`src/rtl/lsu_mem_if.sv`:
```
// RV32I load/store unit: drives a valid/ready data bus and returns extended load data.
// Latency: store 2 stall cycles, load 3 stall cycles (ready=1, response in the next cycle).
// Backpressure: request fields are held until accepted; an optional cycle budget aborts with fault.
module lsu_mem_if #(
   parameter int TIMEOUT = 255
) (
   input  logic        clk,
   input  logic        rst,
   input  logic        mem_read,
   input  logic        mem_write,
   input  logic [2:0]  func3,
   input  logic [31:0] addr,
   input  logic [31:0] wdata,
   output logic        stall,
   output logic [31:0] load_data,
   output logic        fault,
   output logic        bus_req_valid,
   input  logic        bus_req_ready,
   output logic        bus_we,
   output logic [31:0] bus_addr,
   output logic [31:0] bus_wdata,
   output logic [3:0]  bus_wstrb,
   input  logic        bus_rsp_valid,
   input  logic [31:0] bus_rsp_rdata
);

   typedef enum logic [1:0] {IDLE, REQ, WAIT_RSP, DONE} state_t;

   typedef struct packed {
      logic [2:0] func3;
      logic [1:0] off;
   } req_meta_t;

   // Counter can reach TIMEOUT when an accept lands on the last allowed REQ cycle.
   localparam int CW = (TIMEOUT > 0) ? $clog2(TIMEOUT + 1) : 1;
   localparam logic [CW-1:0] TO_LAST = (TIMEOUT > 0) ? CW'(TIMEOUT - 1) : '0;

   state_t          state, state_nxt;
   req_meta_t       meta;
   logic [CW-1:0]   to_cnt;
   logic            acc, bad, is_h, is_w;
   logic            start, capture, abort, timed_out;
   logic [31:0]     lane, ext, rep_wdata;
   logic [3:0]      strb;

   assign acc  = mem_read | mem_write;
   assign is_h = (func3[1:0] == 2'b01);
   assign is_w = (func3[1:0] == 2'b10);
   assign bad  = (mem_read & mem_write)
               | (func3[1:0] == 2'b11)
               | (func3[2] & func3[1])
               | (mem_write & func3[2])
               | (is_h & addr[0])
               | (is_w & (addr[1:0] != 2'b00));

   assign stall     = acc & ~bad & (state != DONE);
   assign timed_out = (TIMEOUT != 0) && (to_cnt >= TO_LAST);

   always_comb begin
      rep_wdata = wdata;
      strb      = 4'b1111;
      case (func3[1:0])
         2'b00: begin
            rep_wdata = {4{wdata[7:0]}};
            strb      = 4'b0001 << addr[1:0];
         end
         2'b01: begin
            rep_wdata = {2{wdata[15:0]}};
            strb      = 4'b0011 << addr[1:0];
         end
         default: ;
      endcase
      if (!mem_write) strb = 4'b0000;
   end

   assign lane = bus_rsp_rdata >> {meta.off, 3'b000};

   always_comb begin
      ext = lane;
      case (meta.func3)
         3'b000:  ext = {{24{lane[7]}}, lane[7:0]};
         3'b001:  ext = {{16{lane[15]}}, lane[15:0]};
         3'b100:  ext = {24'b0, lane[7:0]};
         3'b101:  ext = {16'b0, lane[15:0]};
         default: ext = lane;
      endcase
   end

   always_ff @(posedge clk) begin
      if (rst) state <= IDLE;
      else     state <= state_nxt;
   end

   always_comb begin
      state_nxt = state;
      start     = 1'b0;
      capture   = 1'b0;
      abort     = 1'b0;
      case (state)
         IDLE: begin
            if (acc && !bad) begin
               start     = 1'b1;
               state_nxt = REQ;
            end
         end
         REQ: begin
            if (bus_req_valid && bus_req_ready) begin
               state_nxt = bus_we ? DONE : WAIT_RSP;
            end else if (timed_out) begin
               abort     = 1'b1;
               state_nxt = DONE;
            end
         end
         WAIT_RSP: begin
            if (bus_rsp_valid) begin
               capture   = 1'b1;
               state_nxt = DONE;
            end else if (timed_out) begin
               abort     = 1'b1;
               state_nxt = DONE;
            end
         end
         DONE:    state_nxt = IDLE;
         default: state_nxt = IDLE;
      endcase
   end

   always_ff @(posedge clk) begin
      if (rst) begin
         bus_req_valid <= 1'b0;
         bus_we        <= 1'b0;
         bus_addr      <= '0;
         bus_wdata     <= '0;
         bus_wstrb     <= '0;
         load_data     <= '0;
         fault         <= 1'b0;
         meta          <= '0;
         to_cnt        <= '0;
      end else begin
         fault     <= ((state == IDLE) & acc & bad) | abort;
         load_data <= capture ? ext : 32'h0;
         if (start) begin
            bus_req_valid <= 1'b1;
            bus_we        <= mem_write;
            bus_addr      <= {addr[31:2], 2'b00};
            bus_wdata     <= rep_wdata;
            bus_wstrb     <= strb;
            meta          <= '{func3: func3, off: addr[1:0]};
            to_cnt        <= '0;
         end else begin
            if (state == REQ && state_nxt != REQ) bus_req_valid <= 1'b0;
            if ((state == REQ || state == WAIT_RSP) && TIMEOUT != 0) to_cnt <= to_cnt + 1'b1;
         end
      end
   end

endmodule

```
`config.mk`:
```
export PLATFORM = sky130hd
export DESIGN_NAME = lsu_mem_if
export DESIGN_NICKNAME = d
export VERILOG_FILES = /design/src/rtl/lsu_mem_if.sv
export SDC_FILE = /design/constraint.sdc
export NUM_CORES = 1
export LEC_CHECK = 0
export ABC_AREA = 1
export BUFFER_PORTS_ARGS = -buffer_cell sky130_fd_sc_hd__buf_2
export CORE_MARGIN = 5
export CORE_UTILIZATION = 48
export DETAILED_ROUTE_END_ITERATION = 7
export PLACE_DENSITY_LB_ADDON = 0.05
export SLEW_MARGIN = 10
export SYNTH_ARGS = -nofsm -noshare
export SYNTH_HDL_FRONTEND = slang
export SYNTH_SLANG_ARGS = --single-unit
```
`constraint.sdc`:
```
create_clock -name clk -period 1.6 [get_ports clk]
set_input_delay 0.16 -clock clk [delete_from_list [all_inputs] [get_ports clk]]
set_output_delay 0.16 -clock clk [all_outputs]
set_load 0.02 [all_outputs]
```
==> metrics.csv, run 1 <==
metric,value,unit
status,"finished, final reports clean",
synth_top_area_cell,dfxtp_1,
ys_warn_count,0,
synth.avg_cell_area,7.32,sq um
required,2.01,ns
grt.overflow.total,0,
grt_pass1_wl,26.3,mm
ys_seq_area_share,45.9,%
fin_skew,0.00895,ns
die_area,12700,sq um
nNetsFinal,1092,
cp_slowest_cell,dfxtp_2,
clock.fmax,0.656,GHz
cts_buffer_depth,2,
maxCapViolations,0,
powerDensity,1080,nW/um^2
die_w,113,um
hpwl,11.5,mm
crit_buf_inv,3,
wl,16.4,mm
total_power,8350,uW
first_pass_iters,5,
grt_pass1_vias,5734,
hold_violations,0,
p_switching,2370,uW
instances_no_fill,1128,
p_leak,0.00399,uW
cp_slowest_stage_delay,0.32,ns
cpMostUsedCell,inv_1,
start_kind,flip-flop,
die_h,113,um
crit_arrival,1.93,ns
p_sw_share,28.4,%
path_cells,inv_1 > ha_1 > inv_1 > nor2_8 > buf_4 > o21ai_0 > a41oi_1,
grt_max_degree,37,
via_per_inst,5.08,
pwr-share-comb,18.8,%
crit_path_end_kind,flip-flop,
drc,0,
synthArstFlopShare,0,%
wl_per_cell,14.5,um
crit_family,buffers and inverters,
period_minus_slack,1.52,ns
intPower,5980,uW
synth_ff_type,dfxtp_1,
antenna_found_initial,1,
syn_to_final_growth,52.1,%
drv_slew,0,
start_util,49.0,%
ioPinCount,209,
timing.final.crit_share,95.3,%
syn_inst,692,
synth-seq-cells,116,
drive_gt1_share,30.3,%
gp_congestion,0.932,
vias,5733,
htreeDepth,4,
max_slew.worst_pin.slew,0.544,ns
cts_num_sinks,116,
rows,37,
cts_tree,done,
drt_iter0_drc,430,
cts_root_buf,clkbuf_8,
worstSetupPathType,flip-flop to flip-flop,
ys_top_cells_by_area,"dfxtp_1 46%, nand2_1 12%, o21ai_0 7.2%",
dp_cells,1022,
seqPwrFrac,37.9,%
rsz0062_at_grt,true,
syn-cell-area,5060,sq um
insertion_delay,0.51,ns
antenna_cells,0,
clk_pin_slew,0.05,ns
yosysMostFrequentCell,nand2_1,
cts_buffers,17,
fill_cells,819,
hold_class,input pin to flip-flop,
relSlewSlack,63.7,%
ant_nets,0,
synthTopCellsByCount,"161 x nand2_1, 116 x dfxtp_1, 89 x nor2_1",
synth.distinct_cells,42,
synth_edf_count,0,
setup_viol,0,
gr-usage-all-layers,25.1,%
ir_drop,674,uV
critPathMaxFanout,6,
synth_top_area_share,45.9,%
clockPowerShare,43.3,%
port_buffers,206,
core-area,10300,sq um
## cells by family after synthesis
logic type,share of synthesized area (%)
AO/OA/AOI/OAI,16.1
flip-flops,45.9
AND/OR/NAND/NOR,26.6
XOR/XNOR,0.865
other,0.0741
adder cells (fa/ha/maj),1.73
buffers and inverters,8.72
## layer usage
metal	global-route usage (%)	part of all wire, %	wire length [um]	vias to the layer above
met2	43.9	49	8000	247
li1	-	-	-	2831
met3	8.34	8.5	1390	41
met4	9.38	2.5	406	2
met5	0	0.079	13	-
met1	28.3	40	6560	2612
## final timing paths
check | slack (ns) | cells past startpoint | from | end
worst min register to register | 0.47 | 2 | bus_wdata[25] | bus_wdata[25]
worst max register to register | 0.08 | 7 | state[0] | bus_wdata[31]
worst min-delay path | 0.01 | 3 | func3[2] | meta[4]
worst max-delay path | 0.08 | 7 | state[0] | bus_wdata[31]
## layout make-up
type	instances	area (sq um)	area share, %
Inverter	54	209	2.71
Clock inverter	12	133	1.72
Multi-Input combinational cell	483	2380	30.9
Sequential cell	116	2330	30.3
Clock buffer	19	442	5.74
Timing Repair Buffer	308	2040	26.4
Tap cell	136	170	2.21
## through the flow
stage	cell area, sq um	setup WS, ns	hold WS, ns	util [%]	TNS (ns)
final	7700	0.0759	0.0115	74.6	0
after CTS	7610	0.0146	0.000322	73.7	0
after global routing	7700	-0.0475	0.00430	74.6	-0.0475
after detailed placement	6300	0.00361	0.366	61.0	0
after global placement	6300	0.0271	0.356	61.0	0
after floorplan	5070	0.0798	0.229	-	0
## worst reg2reg max path, stage by stage, from the launching register on
cell	delay, ns
dfxtp_2	0.32
inv_1	0.12
ha_1	0.20
inv_1	0.10
nor2_8	0.17
buf_4	0.19
o21ai_0	0.11
a41oi_1	0.25
## flip-flops by register name, summed over array words and instances (netlist names)
| register | cells |
|---|---|
| load_data | 32 |
| bus_req_valid | 1 |
| bus_wstrb | 4 |
| state | 2 |
| fault | 1 |
| bus_wdata | 32 |
| to_cnt | 8 |
| bus_we | 1 |
| meta | 5 |
| bus_addr | 30 |
## power groups by stage
stage / clock [uW] / combinational (uW) / sequential [uW]
after global routing: 3810 / 1730 / 3180
after global placement: 0 / 1350 / 3210
after floorplan: 0 / 701 / 3380
after detailed placement: 0 / 1380 / 3210
after CTS: 3660 / 1530 / 3160
final: 3620 / 1570 / 3160
## placed cells by master (no fill, tap or decap), types with 2 or more instances in the layout
master	instances
xor2_1	3
inv_1	47
inv_2	5
nand4_1	3
o21ai_1	21
dlygate4sd3_1	73
clkinv_2	3
ha_1	4
nor2_2	3
o21bai_1	2
clkbuf_8	3
dfxtp_1	112
nand2_1	159
or2_2	2
a21oi_1	30
o211ai_1	7
conb_1	2
clkinvlp_4	6
xnor2_1	2
buf_2	205
a31oi_1	15
buf_12	4
ha_2	2
dfxtp_2	3
bufinv_16	2
o21ai_0	71
o22ai_1	2
nor2_1	86
clkbuf_16	16
nand2_2	3
nand3_1	47
clkinv_4	2
buf_4	25
nor3_2	2
## repair_timing
item,CTS,global route
resized for setup,2,25
setup buffers,0,1
hold endpoints to repair,73,0
hold buffers,73,0
cloned,0,1
endpoints found under the setup margin,3,32
pin swaps,0,9
Power figures use the tool's default switching activity.
==> run 2, diff against run 1 <==
--- a/config.mk
+++ b/config.mk
@@ -5,7 +5,7 @@
 export SDC_FILE = /design/constraint.sdc
 export NUM_CORES = 1
 export LEC_CHECK = 0
-export ABC_AREA = 1
+export ABC_AREA = 0
 export BUFFER_PORTS_ARGS = -buffer_cell sky130_fd_sc_hd__buf_2
 export CORE_MARGIN = 5
 export CORE_UTILIZATION = 48
==> run 2 against run 1 <==
- synthesized cell count is 11% lower
- clock power increased by 10%
- non-clock buffer count decreased by 8
- clock skew up 0.0021 ns
- power rose by 6.4%
- die area is essentially flat
- global-route usage down 0.81 points
- sequential power is essentially flat
- largest power group unchanged
- synthesized area hardly changed
- via count fell by 8.8%
==> metrics.csv, run 2 <==
metric,value,unit,change
cts_tree,done,,
syn-cell-area,5060,sq um,about the same
final_cell_mix,"205 x buf_2, 165 x nand2_1, 114 x dfxtp_1, 82 x a21oi_1, 58 x dlygate4sd3_1",,
total_power,8890,uW,+6.4%
synthArstFlopShare,0,%,unchanged
nNetsFinal,995,,-8.9%
synth_edf_count,0,,unchanged
yosysMostFrequentCell,nand2_1,,
ys_warn_count,0,,unchanged
synth_top_area_cell,dfxtp_1,,
grt_pass1_wl,25.1,mm,-4.5%
top_usage_layer,met2,,
final_common_cell,buf_2,,
status,"finished, final reports clean",,
cts_buffers,17,,unchanged
synthTopCellsByCount,"166 x nand2_1, 116 x dfxtp_1, 82 x a21oi_1",,
top_regs,"bus_wdata (32), load_data (32), bus_addr (30)",,
die_area,12700,sq um,about the same
rsz0062_at_grt,true,,
clk_pin_slew,0.06,ns,about the same
dp_cells,940,,-8.0%
grt_pass1_vias,5365,,-6.4%
timing.final.crit_share,98.5,%,+3.2 points
powerDensity,1160,nW/um^2,+7.4%
drive_gt1_share,34.5,%,+4.1 points
drc,0,,unchanged
via_per_inst,5.07,,-0.33%
htreeDepth,4,,unchanged
drv_slew,0,,unchanged
syn_inst,614,,-11%
gp_congestion,0.880,,-5.5%
grt.overflow.total,0,,unchanged
cts_num_sinks,116,,unchanged
crit_arrival,1.42,ns,-0.51 ns
crit_path_end_kind,output port,,
maxCapViolations,0,,unchanged
cts_buffer_depth,2,,unchanged
die_h,113,um,about the same
antenna_found_initial,0,,-1
hpwl,10.8,mm,-6.0%
period_minus_slack,1.58,ns,+0.0516 ns
synth.distinct_cells,41,,-2.4%
synth.avg_cell_area,8.24,sq um,+13%
setup-tns-final,0,ns,unchanged
cts_root_buf,clkbuf_8,,
setup_viol,0,,unchanged
grt_util_met2,42.3,%,-1.6 points
drt_iter0_drc,243,,-43%
hold_violations,0,,unchanged
insertion_delay,0.51,ns,about the same
use_met1,27.0,%,-1.4 points
syn_to_final_growth,50.8,%,
required,1.44,ns,-0.57 ns
p_leak,0.00338,uW,-15%
antenna_cells,0,,unchanged
wl,15.6,mm,-4.7%
wl_per_cell,15.1,um,+4.1%
synth-seq-cells,116,,unchanged
first_pass_iters,4,,-1
gr-usage-met3,8.95,%,+0.61 points
worstSetupPathType,input pin to output port,,
ant_nets,0,,unchanged
ir_drop,815,uV,+21%
vias,5228,,-8.8%
synth_ff_type,dfxtp_1,,
synth_top_area_share,45.9,%,about the same
instances_no_fill,1032,,-8.5%
die_w,113,um,about the same
clock.fmax,0.635,GHz,-3.3%
hold_class,input pin to flip-flop,,
critPathMaxFanout,4,,-2
ys_seq_area_share,45.9,%,about the same
start_util,49.0,%,about the same
port_buffers,206,,unchanged
rows,37,,unchanged
fin_skew,0.0111,ns,+0.00212 ns
gr-usage-all-layers,24.3,%,-0.81 points
core-area,10300,sq um,unchanged
ys_top_cells_by_area,"dfxtp_1 46%, nand2_1 12%, a21oi_1 8.1%",,
ioPinCount,209,,unchanged
start_kind,input pin,,
grt_max_degree,68,,+84%
## run 2: changes by cell type after synthesis, moves of 13 or more
| cell | before | now |
|---|---|---|
| a31oi_1 | 15 | 0 |
| nor2_1 | 89 | 38 |
| o21ai_1 | 19 | 1 |
| nor2b_1 | 0 | 13 |
| clkbuf_1 | 16 | 29 |
| o21ai_0 | 73 | 28 |
| mux2i_1 | 0 | 26 |
| nand3_1 | 47 | 1 |
| a21oi_1 | 31 | 82 |
| inv_1 | 49 | 6 |
| a211oi_1 | 0 | 24 |
## run 2: path summary, 6_finish.rpt
kind                                   start       endpoint  slack (ns)  cells past startpoint
worst max-delay path                func3[0]          stall        0.02                      7
worst min-delay path               wdata[29]  bus_wdata[29]        0.03                      5
worst max register to register      state[1]  bus_wdata[22]        0.03                      7
worst min register to register  bus_wstrb[3]   bus_wstrb[3]        0.45                      2
## run 2: cell families after synthesis
| family | Yosys count | synth area share [%] |
|---|---|---|
| XOR/XNOR | 8 | 1.38 |
| flip-flops | 116 | 45.9 |
| AND/OR/NAND/NOR | 229 | 18.3 |
| AO/OA/AOI/OAI | 160 | 19.9 |
| adder cells (fa/ha/maj) | 7 | 1.73 |
| buffers and inverters | 58 | 5.61 |
| other | 1 | 0.0741 |
| multiplexers | 35 | 7.14 |
## run 2: area by class of cell
type,instances,area (sq um)
clock buffer,21,459
clock inverter,11,175
inverter,6,22.5
multi-input combinational,442,2500
timing repair buffer,300,1980
tap,136,170
fill,789,2690
sequential,116,2320
## run 2: repair_timing
action                                  CTS  global route
endpoints found under the setup margin    8            58
pin swaps                                 2             2
cloned                                    1             0
gates resized for setup                   5             7
hold endpoints to repair                 59             0
setup buffers                             1             0
hold buffers                             58             0
## run 2: routing by layer
metal	wire [um]	part of all wire, %
met1	6130	39
met2	7720	49
met3	1430	9.1
met4	315	2.0
met5	0	0
## run 2: critical path, cell delays in order
cell and delay, ns:
buf_2 0.12, or4_4 0.52, nand2_1 0.10, nand2_1 0.08, buf_4 0.15, nor2_2 0.12
buf_4 0.15
## run 2: through the flow
step	utilization, %	hold WS (ns)	setup WS (ns)	area (sq um)
4_1_cts	73.7	0.0154	0.00174	7610
2_1_floorplan	-	0.296	0.00287	5090
3_5_place_dp	61.7	0.408	-0.250	6370
3_3_place_gp	61.7	0.400	-0.175	6370
5_1_grt	73.9	0.0315	-0.0727	7630
6_report	73.9	0.0303	0.0242	7630
## run 2: where the power goes
group	internal [uW]	leakage (uW)	switching [uW]
Combinational	757	0.00213	979
Clock	2660	0.000304	1330
Sequential	3060	0.000942	93.6
